<file path="src/rtl/reg_bus_arbiter_pkg.sv">
// Shared types and constants for the two-master register-bus arbiter.
package reg_bus_arbiter_pkg;

    typedef enum logic [1:0] {
        IDLE = 2'd0,
        BUSY = 2'd1,
        DONE = 2'd2
    } state_t;

    localparam logic [1:0] GRANT_NONE = 2'b00;
    localparam logic [1:0] GRANT_M0   = 2'b01;
    localparam logic [1:0] GRANT_M1   = 2'b10;

    localparam logic [31:0] DEFAULT_TIMEOUT_DATA = 32'hDEAD_BEEF;

endpackage

</file>
<file path="src/rtl/rr_arb2.sv">
// Two-way round-robin arbiter: one-hot grant, ties go to the requester that
// did not win last time (last_grant = 1 means requester 1 won last).
module rr_arb2
    import reg_bus_arbiter_pkg::*;
(
    input  logic [1:0] req,
    input  logic       last_grant,
    output logic [1:0] grant
);

    always_comb begin
        grant = GRANT_NONE;
        if (req == 2'b11) begin
            grant = last_grant ? GRANT_M0 : GRANT_M1;
        end else if (req[0]) begin
            grant = GRANT_M0;
        end else if (req[1]) begin
            grant = GRANT_M1;
        end
    end

endmodule

</file>
<file path="src/rtl/reg_bus_arbiter.sv">
// Shares one register-bus target between two masters with round-robin
// arbitration and a per-transaction timeout that forces an error completion.
module reg_bus_arbiter
    import reg_bus_arbiter_pkg::*;
#(
    parameter int                   WORD_SIZE      = 32,
    parameter int                   ADDR_WIDTH     = 32,
    parameter int                   TIMEOUT_CYCLES = 256,
    parameter logic [WORD_SIZE-1:0] TIMEOUT_DATA   = WORD_SIZE'(DEFAULT_TIMEOUT_DATA)
) (
    input  logic                  clk,
    input  logic                  rst,

    input  logic                  m0_valid_i,
    input  logic                  m0_we_i,
    input  logic [3:0]            m0_wstrb_i,
    input  logic [ADDR_WIDTH-1:0] m0_addr_i,
    input  logic [WORD_SIZE-1:0]  m0_wdata_i,
    output logic                  m0_ready_o,
    output logic [WORD_SIZE-1:0]  m0_rdata_o,
    output logic                  m0_err_o,

    input  logic                  m1_valid_i,
    input  logic                  m1_we_i,
    input  logic [3:0]            m1_wstrb_i,
    input  logic [ADDR_WIDTH-1:0] m1_addr_i,
    input  logic [WORD_SIZE-1:0]  m1_wdata_i,
    output logic                  m1_ready_o,
    output logic [WORD_SIZE-1:0]  m1_rdata_o,
    output logic                  m1_err_o,

    output logic                  s_valid_o,
    output logic                  s_we_o,
    output logic [3:0]            s_wstrb_o,
    output logic [ADDR_WIDTH-1:0] s_addr_o,
    output logic [WORD_SIZE-1:0]  s_wdata_o,
    input  logic                  s_ready_i,
    input  logic [WORD_SIZE-1:0]  s_rdata_i,

    output logic [1:0]            grant_o,
    output logic                  busy_o
);

    localparam int CNT_W = $clog2(TIMEOUT_CYCLES) + 1;
    localparam bit TIMEOUT_EN = (TIMEOUT_CYCLES != 0);
    localparam logic [CNT_W-1:0] CNT_LAST = CNT_W'(TIMEOUT_CYCLES - 1);

    state_t           state;
    state_t           next_state;
    logic             last_grant;
    logic [1:0]       arb_grant;
    logic [CNT_W-1:0] count;
    logic             start;
    logic             finish;
    logic             timed_out;

    rr_arb2 u_rr_arb2 (
        .req        ({m1_valid_i, m0_valid_i}),
        .last_grant (last_grant),
        .grant      (arb_grant)
    );

    always_ff @(posedge clk or negedge rst) begin
        if (!rst) begin
            state <= IDLE;
        end else begin
            state <= next_state;
        end
    end

    // A target ack in the same cycle as the timeout expiry takes priority.
    always_comb begin
        next_state = state;
        start      = 1'b0;
        finish     = 1'b0;
        timed_out  = 1'b0;
        case (state)
            IDLE: begin
                if (arb_grant != GRANT_NONE) begin
                    start      = 1'b1;
                    next_state = BUSY;
                end
            end
            BUSY: begin
                if (s_ready_i) begin
                    finish     = 1'b1;
                    next_state = DONE;
                end else if (TIMEOUT_EN && (count == CNT_LAST)) begin
                    finish     = 1'b1;
                    timed_out  = 1'b1;
                    next_state = DONE;
                end
            end
            DONE: begin
                next_state = IDLE;
            end
            default: begin
                next_state = IDLE;
            end
        endcase
    end

    always_ff @(posedge clk or negedge rst) begin
        if (!rst) begin
            last_grant <= 1'b1;
            grant_o    <= GRANT_NONE;
            count      <= '0;
            s_valid_o  <= 1'b0;
            s_we_o     <= 1'b0;
            s_wstrb_o  <= '0;
            s_addr_o   <= '0;
            s_wdata_o  <= '0;
            m0_ready_o <= 1'b0;
            m0_err_o   <= 1'b0;
            m0_rdata_o <= '0;
            m1_ready_o <= 1'b0;
            m1_err_o   <= 1'b0;
            m1_rdata_o <= '0;
        end else begin
            if (start) begin
                grant_o    <= arb_grant;
                last_grant <= arb_grant[1];
                count      <= '0;
                s_valid_o  <= 1'b1;
                if (arb_grant[1]) begin
                    s_we_o    <= m1_we_i;
                    s_wstrb_o <= m1_wstrb_i;
                    s_addr_o  <= m1_addr_i;
                    s_wdata_o <= m1_wdata_i;
                end else begin
                    s_we_o    <= m0_we_i;
                    s_wstrb_o <= m0_wstrb_i;
                    s_addr_o  <= m0_addr_i;
                    s_wdata_o <= m0_wdata_i;
                end
            end

            if ((state == BUSY) && !finish && (count != '1)) begin
                count <= count + 1'b1;
            end

            if (finish) begin
                s_valid_o  <= 1'b0;
                m0_ready_o <= grant_o[0];
                m1_ready_o <= grant_o[1];
                m0_err_o   <= grant_o[0] & timed_out;
                m1_err_o   <= grant_o[1] & timed_out;
                if (grant_o[0]) begin
                    m0_rdata_o <= timed_out ? TIMEOUT_DATA : s_rdata_i;
                end
                if (grant_o[1]) begin
                    m1_rdata_o <= timed_out ? TIMEOUT_DATA : s_rdata_i;
                end
            end

            if (state == DONE) begin
                grant_o    <= GRANT_NONE;
                m0_ready_o <= 1'b0;
                m0_err_o   <= 1'b0;
                m0_rdata_o <= '0;
                m1_ready_o <= 1'b0;
                m1_err_o   <= 1'b0;
                m1_rdata_o <= '0;
            end
        end
    end

    assign busy_o = (state != IDLE);

endmodule

</file>
<file path="config.mk">
export PLATFORM = sky130hd
export DESIGN_NAME = reg_bus_arbiter
export DESIGN_NICKNAME = d
export VERILOG_FILES = /design/src/rtl/reg_bus_arbiter_pkg.sv /design/src/rtl/rr_arb2.sv /design/src/rtl/reg_bus_arbiter.sv
export SDC_FILE = /design/constraint.sdc
export NUM_CORES = 1
export LEC_CHECK = 0
export CORE_MARGIN = 5
export CORE_UTILIZATION = 37
export CTS_CLUSTER_DIAMETER = 100
export DETAILED_ROUTE_END_ITERATION = 8
export PLACE_DENSITY = 0.77
export RECOVER_POWER = 25
export SYNTH_ARGS = -nofsm -noshare
export SYNTH_HDL_FRONTEND = slang
export SYNTH_SLANG_ARGS = --single-unit
</file>
<file path="constraint.sdc">
create_clock -name clk -period 2.3 [get_ports clk]
set_input_delay 0.46 -clock clk [delete_from_list [all_inputs] [get_ports clk]]
set_output_delay 0.46 -clock clk [all_outputs]
set_load 0.01 [all_outputs]
</file>
==> impl_metrics.yaml, run 1 <==
synthesis:
  ys.flop_type: "dfrtp_1"
  yosysSeqAreaShare_pct: 57.5
  syn-num-nets: 810
  synth_cell_types: 40
  postSynth.asyncResetShare_pct: 100
  syn-cell-area_sq_um: 6620
  synth-seq-cells: 152
  synth_cells: 632
  synth-edff-count: 0
  syn_avg_cell_area_sq_um: 10.5
  ys_warn_count: 0
routing:
  drc_errors: 0
  drtIter0Drc: 271
  viasPerCell: 5.05
  wire_per_inst_microns: 17.8
  via_count: 5989
  first_pass_iters: 4
  drt-total-wl_microns: 21200
  drt.antenna.violating_nets: 0
power_and_ir_drop:
  power.switching_mw: 4.75
  sw_frac_of_total_pct: 34.8
  power_frac_seq_pct: 33.5
  ir_drop_mv: 0.644
  total_power_mw: 13.6
  combPwrFrac_pct: 45.0
  clockPowerShare_pct: 21.4
  power.density_nw_per_um2: 1270
  p_int_mw: 8.88
  leakagePower_nw: 4.65
grt:
  grt-ovfl-total: 0
  track_usage_pct: 19.8
  antenna_found_initial: 3
  grt_pass1_wl_microns: 31500
  grt_pass1_vias: 5856
  use_met2_pct: 34.2
  grt_start_max_net_pins: 53
  top_usage_layer: "met2"
  grtUsageMet3_pct: 6.42
  grtUsageMet1_pct: 23.4
critical_path:
  r2r-start: "count[4]"
  slowest_stage: "dfrtp_1"
  cp-start-kind: "register"
  crit_top_cell: "and3_1"
  worst-path-buf-inv: 1
  critical_path_required_ns: 2.59
  r2r_cells: 9
  reg2reg_to: "m1_rdata_o[5]"
  cp-end-kind: "register"
  crit_fanout: 25
  crit_family: "simple AND/OR/NAND/NOR gates"
  r2r_slack_ns: 0.06
  max_stage_delay_ns: 0.41
  crit_start: "count[4]"
  path_cells: "and3_1, and3_1, and3_1, ha_1, or2_4, and3_1, buf_12, o22ai_1, nor2_1"
  cp.arrival_ns: 2.53
  criticalPathCategory: "reg2reg"
floorplanning:
  std_cell_rows: 49
  core_area_sq_um: 17800
  die_area_sq_um: 20700
  start_util_pct: 37.2
  top_level_ports: 316
  fp.dieW_microns: 144
  fp.dieH_microns: 144
final_layout:
  layout_common_cells: "313 x clkdlybuf4s50_1, 151 x dfrtp_1, 95 x nand2_1"
  fin_nets: 1124
  drive_gt1_share_pct: 8.16
  fillers: 1491
  area_growth_pct: 62.3
  layout_commonest_cell: "clkdlybuf4s50_1"
  instances_no_fill: 1186
  register_area_sq_um: 3800
  multi_input_area_sq_um: 2580
clocking:
  cts_tree: "done"
  numCtsBuffers: 17
  cts_root_buf: "clkbuf_16"
  cts_sinks: 152
  cts_htree_levels: 4
  clkTransAtPathRegs_ns: 0.06
  clk_latency_ns: 0.42
  cts.path.max_buffers: 2
placement:
  dpl.cell_count: 1154
  hpwlAfterDp_microns: 16100
  routabilityCongestion: 0.849
  io_buffer_count: 315
  dp_slack_ns: 0.00658
timing:
  setup_violations: 0
  final.min_clock_period_ns: 2.24
  fmax_mhz: 446
  rsz0062_at_grt: "no"
  worst_slew_margin_rel_pct: 49.5
  finalMaxSlewViolations: 0
  fin_ws_ns: 0.0590
  finalHoldViolCount: 0
  holdWs_ns: 0.475
  worst_slew_pin_slew_ns: 0.757
  finalCritPeriodShare_pct: 97.4
  fin_tns_setup_ns: 0
  fin_skew_ns: 0.0101
run_status:
  status: "complete, no violations"
hold_path:
  min_path_type: "reg2reg"
  hold_end: "s_addr_o[11]"
  hp-start: "s_addr_o[11]"
  whs_path_depth: 2
run:
  max_cap_violations: 0
logic make-up (layout without fill, tap and decap cells):
logic type                 after synthesis  in the layout  share of synthesized area, %
buffers and inverters                   51            375                          4.61
adders and majority gates                3              3                         0.567
and+or+nand+nor                        201            201                          13.7
other                                    0              1                             0
muxes                                   69             69                          10.4
AOI/OAI and AO/OA                      156            156                          13.2
DFF                                    152            152                          57.5
power groups by stage:
stage / sequential, mW / clock (mW) / combinational (mW)
after floorplan: 5.03 / 0 / 2.14
after CTS: 4.57 / 2.98 / 6.19
final: 4.56 / 2.92 / 6.13
after detailed placement: 4.59 / 0 / 6.15
after global routing: 4.71 / 3.08 / 6.63
after global placement: 4.55 / 0 / 6.02
worst max-delay path by stage:
stage               slack [ns]        endpoint  cells after the start
floorplan                 0.14   m1_rdata_o[0]                     10
global placement          0.05        count[5]                      8
detailed placement       0.007        count[5]                      8
CTS                       0.02   m1_rdata_o[1]                      9
global route             0.004  m1_rdata_o[21]                      9
finish                    0.06   m1_rdata_o[5]                      9
registers in the layout (all words and copies together), names as in the netlist, 2 cells and up:
name and count:
count 9, grant_o 2, m0_rdata_o 32, m1_rdata_o 32, s_addr_o 32, s_wdata_o 32
s_wstrb_o 4, state 2
per-stage QoR:
stage               utilization [%]  cell area, sq um
floorplan                         -              6620
global placement               56.9             10100
detailed placement             56.9             10100
CTS                            60.4             10700
global route                   60.5             10800
finish                         60.5             10800
Yosys cell counts (all sizes together) (2+ instances only):
master  instances  area, sq um
or2             2         12.5
nand3          10         55.1
ha              3         37.5
nor3b           2         15.0
nand2          97          369
a21o            3         22.5
or3             3         23.8
nand2b          2         12.5
and3            7         43.8
and2b           2         17.5
a21oi          19         95.1
clkbuf         13         48.8
buf            33          238
nor3            4         20.0
a22o            2         17.5
o22ai          48          307
inv             5         18.8
mux2i          69          691
o21ai          80          400
nor2           53          216
dfrtp         151         3780
nand4          16          100
and2            2         13.8
routing by layer:
layer  share of wire, %  vias up
li1                   -     2855
met1                 37     2812
met3                 11       29
met4                2.0        4
met5               0.13        -
met2                 50      289
layout make-up:
| cell class | count | share of cell area (%) |
|---|---|---|
| Timing Repair Buffer | 341 | 32.2 |
| Multi-Input combinational cell | 429 | 24.0 |
| Clock inverter | 11 | 1.59 |
| Inverter | 5 | 0.175 |
| Sequential cell | 152 | 35.4 |
| Antenna cell | 1 | 0.0233 |
| Clock buffer | 18 | 3.99 |
| Tap cell | 229 | 2.66 |
worst min-delay path, delay by kind of cell, from the launching register on:
| kind | cells | cell delay, ns |
|---|---|---|
| DFF | 1 | 0.34 |
| and+or+nand+nor | 1 | 0.04 |
| AOI/OAI and AO/OA | 1 | 0.06 |
timing repair:
| item | 4_1_cts | 5_1_grt |
|---|---|---|
| pin swaps | 0 | 0 |
| hold endpoints to repair | 27 | 0 |
| endpoints found under the setup margin | 1 | 52 |
| hold buffers | 1 | 0 |
| gates resized for setup | 3 | 7 |
| buffers inserted | 0 | 1 |
Note: power is estimated with default switching activity, not from simulation.
==> inputs of run 2 (changes only) <==
--- a/config.mk
+++ b/config.mk
@@ -5,11 +5,12 @@
 export SDC_FILE = /design/constraint.sdc
 export NUM_CORES = 1
 export LEC_CHECK = 0
+export CAP_MARGIN = 20
 export CORE_MARGIN = 5
-export CORE_UTILIZATION = 37
+export CORE_UTILIZATION = 44
 export CTS_CLUSTER_DIAMETER = 100
 export DETAILED_ROUTE_END_ITERATION = 8
-export PLACE_DENSITY = 0.77
+export PLACE_DENSITY = 0.86
 export RECOVER_POWER = 25
 export SYNTH_ARGS = -nofsm -noshare
 export SYNTH_HDL_FRONTEND = slang
==> constraint.sdc (replaced) <==
create_clock -name clk -period 2.64 [get_ports clk]
set_input_delay 0.528 -clock clk [delete_from_list [all_inputs] [get_ports clk]]
set_output_delay 0.528 -clock clk [all_outputs]
set_load 0.01 [all_outputs]
==> run 2 against run 1 <==
The flow now finishes with violations (capacitance limit, slew limit). Clock power is 17% lower. Clock-buffer cell count is 1 higher. Maximum frequency is 5.8% lower. Sequential power is 12% lower. Global-route usage is 4.5 points higher. Clock skew is 0.00085 ns higher. Register-to-register slack better by 0.20 ns. Cell count is 4.6% lower. Non-clock buffer count is 12 lower. Sequential share of layout area is 0.86 points higher. Via count is 1.7% higher. Critical path type unchanged. Critical endpoint is now m0_rdata_o[31].
==> impl_metrics.yaml, run 2 (synthesized netlist as in run 1, its figures left out) <==
timing:
  finalMaxSlewViolations: 63
  setup_violations: 0
  worst_slew_margin_rel_pct: -4.45
  finalCritPeriodShare_pct: 90.1
  holdWs_ns: 0.472
  fin_ws_ns: 0.262
  worst_slew_pin_slew_ns: 1.57
  final.min_clock_period_ns: 2.38
  rsz0062_at_grt: "no"
  finalHoldViolCount: 0
  fin_skew_ns: 0.0110
  fmax_mhz: 421
final_layout:
  instances_no_fill: 1131
  drive_gt1_share_pct: 6.34
  fin_nets: 1112
  area_growth_pct: 58.5
  layout_commonest_cell: "clkdlybuf4s50_1"
  antenna_cells: 0
  design_area_sq_um: 10500
  fillers: 1058
  fin_util_pct: 71.7
  layout_common_cells: "314 x clkdlybuf4s50_1, 151 x dfrtp_1, 95 x nand2_1"
floorplanning:
  std_cell_rows: 44
  top_level_ports: 316
  fp.dieW_microns: 133
  core_area_sq_um: 14600
  fp.dieH_microns: 133
  start_util_pct: 45.2
  die_area_sq_um: 17600
clocking:
  cts_htree_levels: 4
  clk_latency_ns: 0.43
  cts_tree: "done"
  clkTransAtPathRegs_ns: 0.06
  cts.path.max_buffers: 2
  cts_root_buf: "clkbuf_16"
  numCtsBuffers: 17
  cts_sinks: 152
  cts_hold_buf: 0
placement:
  io_buffer_count: 315
  hpwlAfterDp_microns: 16300
  dp_slack_ns: -0.0270
  routabilityCongestion: 0.875
  dpl.cell_count: 1099
  place_area_sq_um: 9930
critical_path:
  cp.arrival_ns: 2.68
  critical_path_required_ns: 2.94
  r2r_slack_ns: 0.26
  criticalPathCategory: "reg2reg"
  cp-end-kind: "register"
  r2r-start: "count[0]"
  r2r_cells: 8
  cp-start-kind: "register"
  crit_fanout: 25
  reg2reg_to: "m0_rdata_o[31]"
run_status:
  status: "finished with violations"
  violations: "capacitance limit, slew limit"
grt:
  grt_pass1_wl_microns: 33700
  grt_pass1_vias: 6137
  track_usage_pct: 24.3
  antenna_found_initial: 1
  grt-ovfl-total: 0
  grt_start_max_net_pins: 67
run:
  max_cap_violations: 1
power_and_ir_drop:
  leakagePower_nw: 4.55
  ir_drop_mv: 0.707
  power.density_nw_per_um2: 1110
routing:
  viasPerCell: 5.38
  drtIter0Drc: 325
  first_pass_iters: 5
  drt-total-wl_microns: 21600
  wire_per_inst_microns: 19.1
  drc_errors: 0
  drt.antenna.violating_nets: 0
  via_count: 6089
hold_path:
  min_path_type: "in2async"
[run 2: metrics by stage]
stage,TNS (ns),power (mW)
floorplan,0,6.25
global placement,0,9.06
detailed placement,-0.0612,9.23
CTS,0,11.7
global route,0,12.3
finish,0,11.6
[run 2: area by class of cell]
| type | count | area (sq um) | area share [%] |
|---|---|---|---|
| Sequential cell | 152 | 3800 | 36.2 |
| Inverter | 5 | 18.8 | 0.179 |
| Clock inverter | 13 | 144 | 1.37 |
| Timing Repair Buffer | 329 | 3320 | 31.7 |
| Clock buffer | 19 | 443 | 4.22 |
| Tap cell | 184 | 230 | 2.19 |
| Multi-Input combinational cell | 429 | 2530 | 24.1 |
[run 2: what timing repair did]
item                       CTS  global route
setup endpoints to repair    9             0
buffers inserted             0             0
gates resized for setup      1             0
[run 2: how the worst max path moves through the flow]
stage          startpoint              to  depth (start not counted)
2_1_floorplan    count[0]   m1_rdata_o[0]                         10
3_3_place_gp     count[0]  m0_rdata_o[15]                          8
3_5_place_dp     count[0]   m0_rdata_o[6]                          8
4_1_cts          count[0]  m0_rdata_o[31]                          8
5_1_grt          count[0]  m0_rdata_o[16]                          8
6_report         count[0]  m0_rdata_o[31]                          8
[run 2: power by group]
part	total (mW)	switching [mW]	internal (mW)
clock network	2.41	0.984	1.43
logic	5.18	2.51	2.67
registers	4.02	0.657	3.36
[run 2: critical path: stages, from the launching register on]
cell and delay, ns:
dfrtp_1 0.40, ha_1 0.24, and3_1 0.19, and3_1 0.20, ha_1 0.22, or2_1 0.27
and3_2 0.43, o22ai_1 0.24, nor2_1 0.07
[run 2: per-layer routing]
metal  global-route usage [%]  up-vias  routed length (microns)
met3                     8.66       43                     2060
met4                     9.12        2                      613
met5                        0        -                       20
met1                     26.8     2894                     7820
li1                         -     2834                        -
met2                     42.9      316                    11100
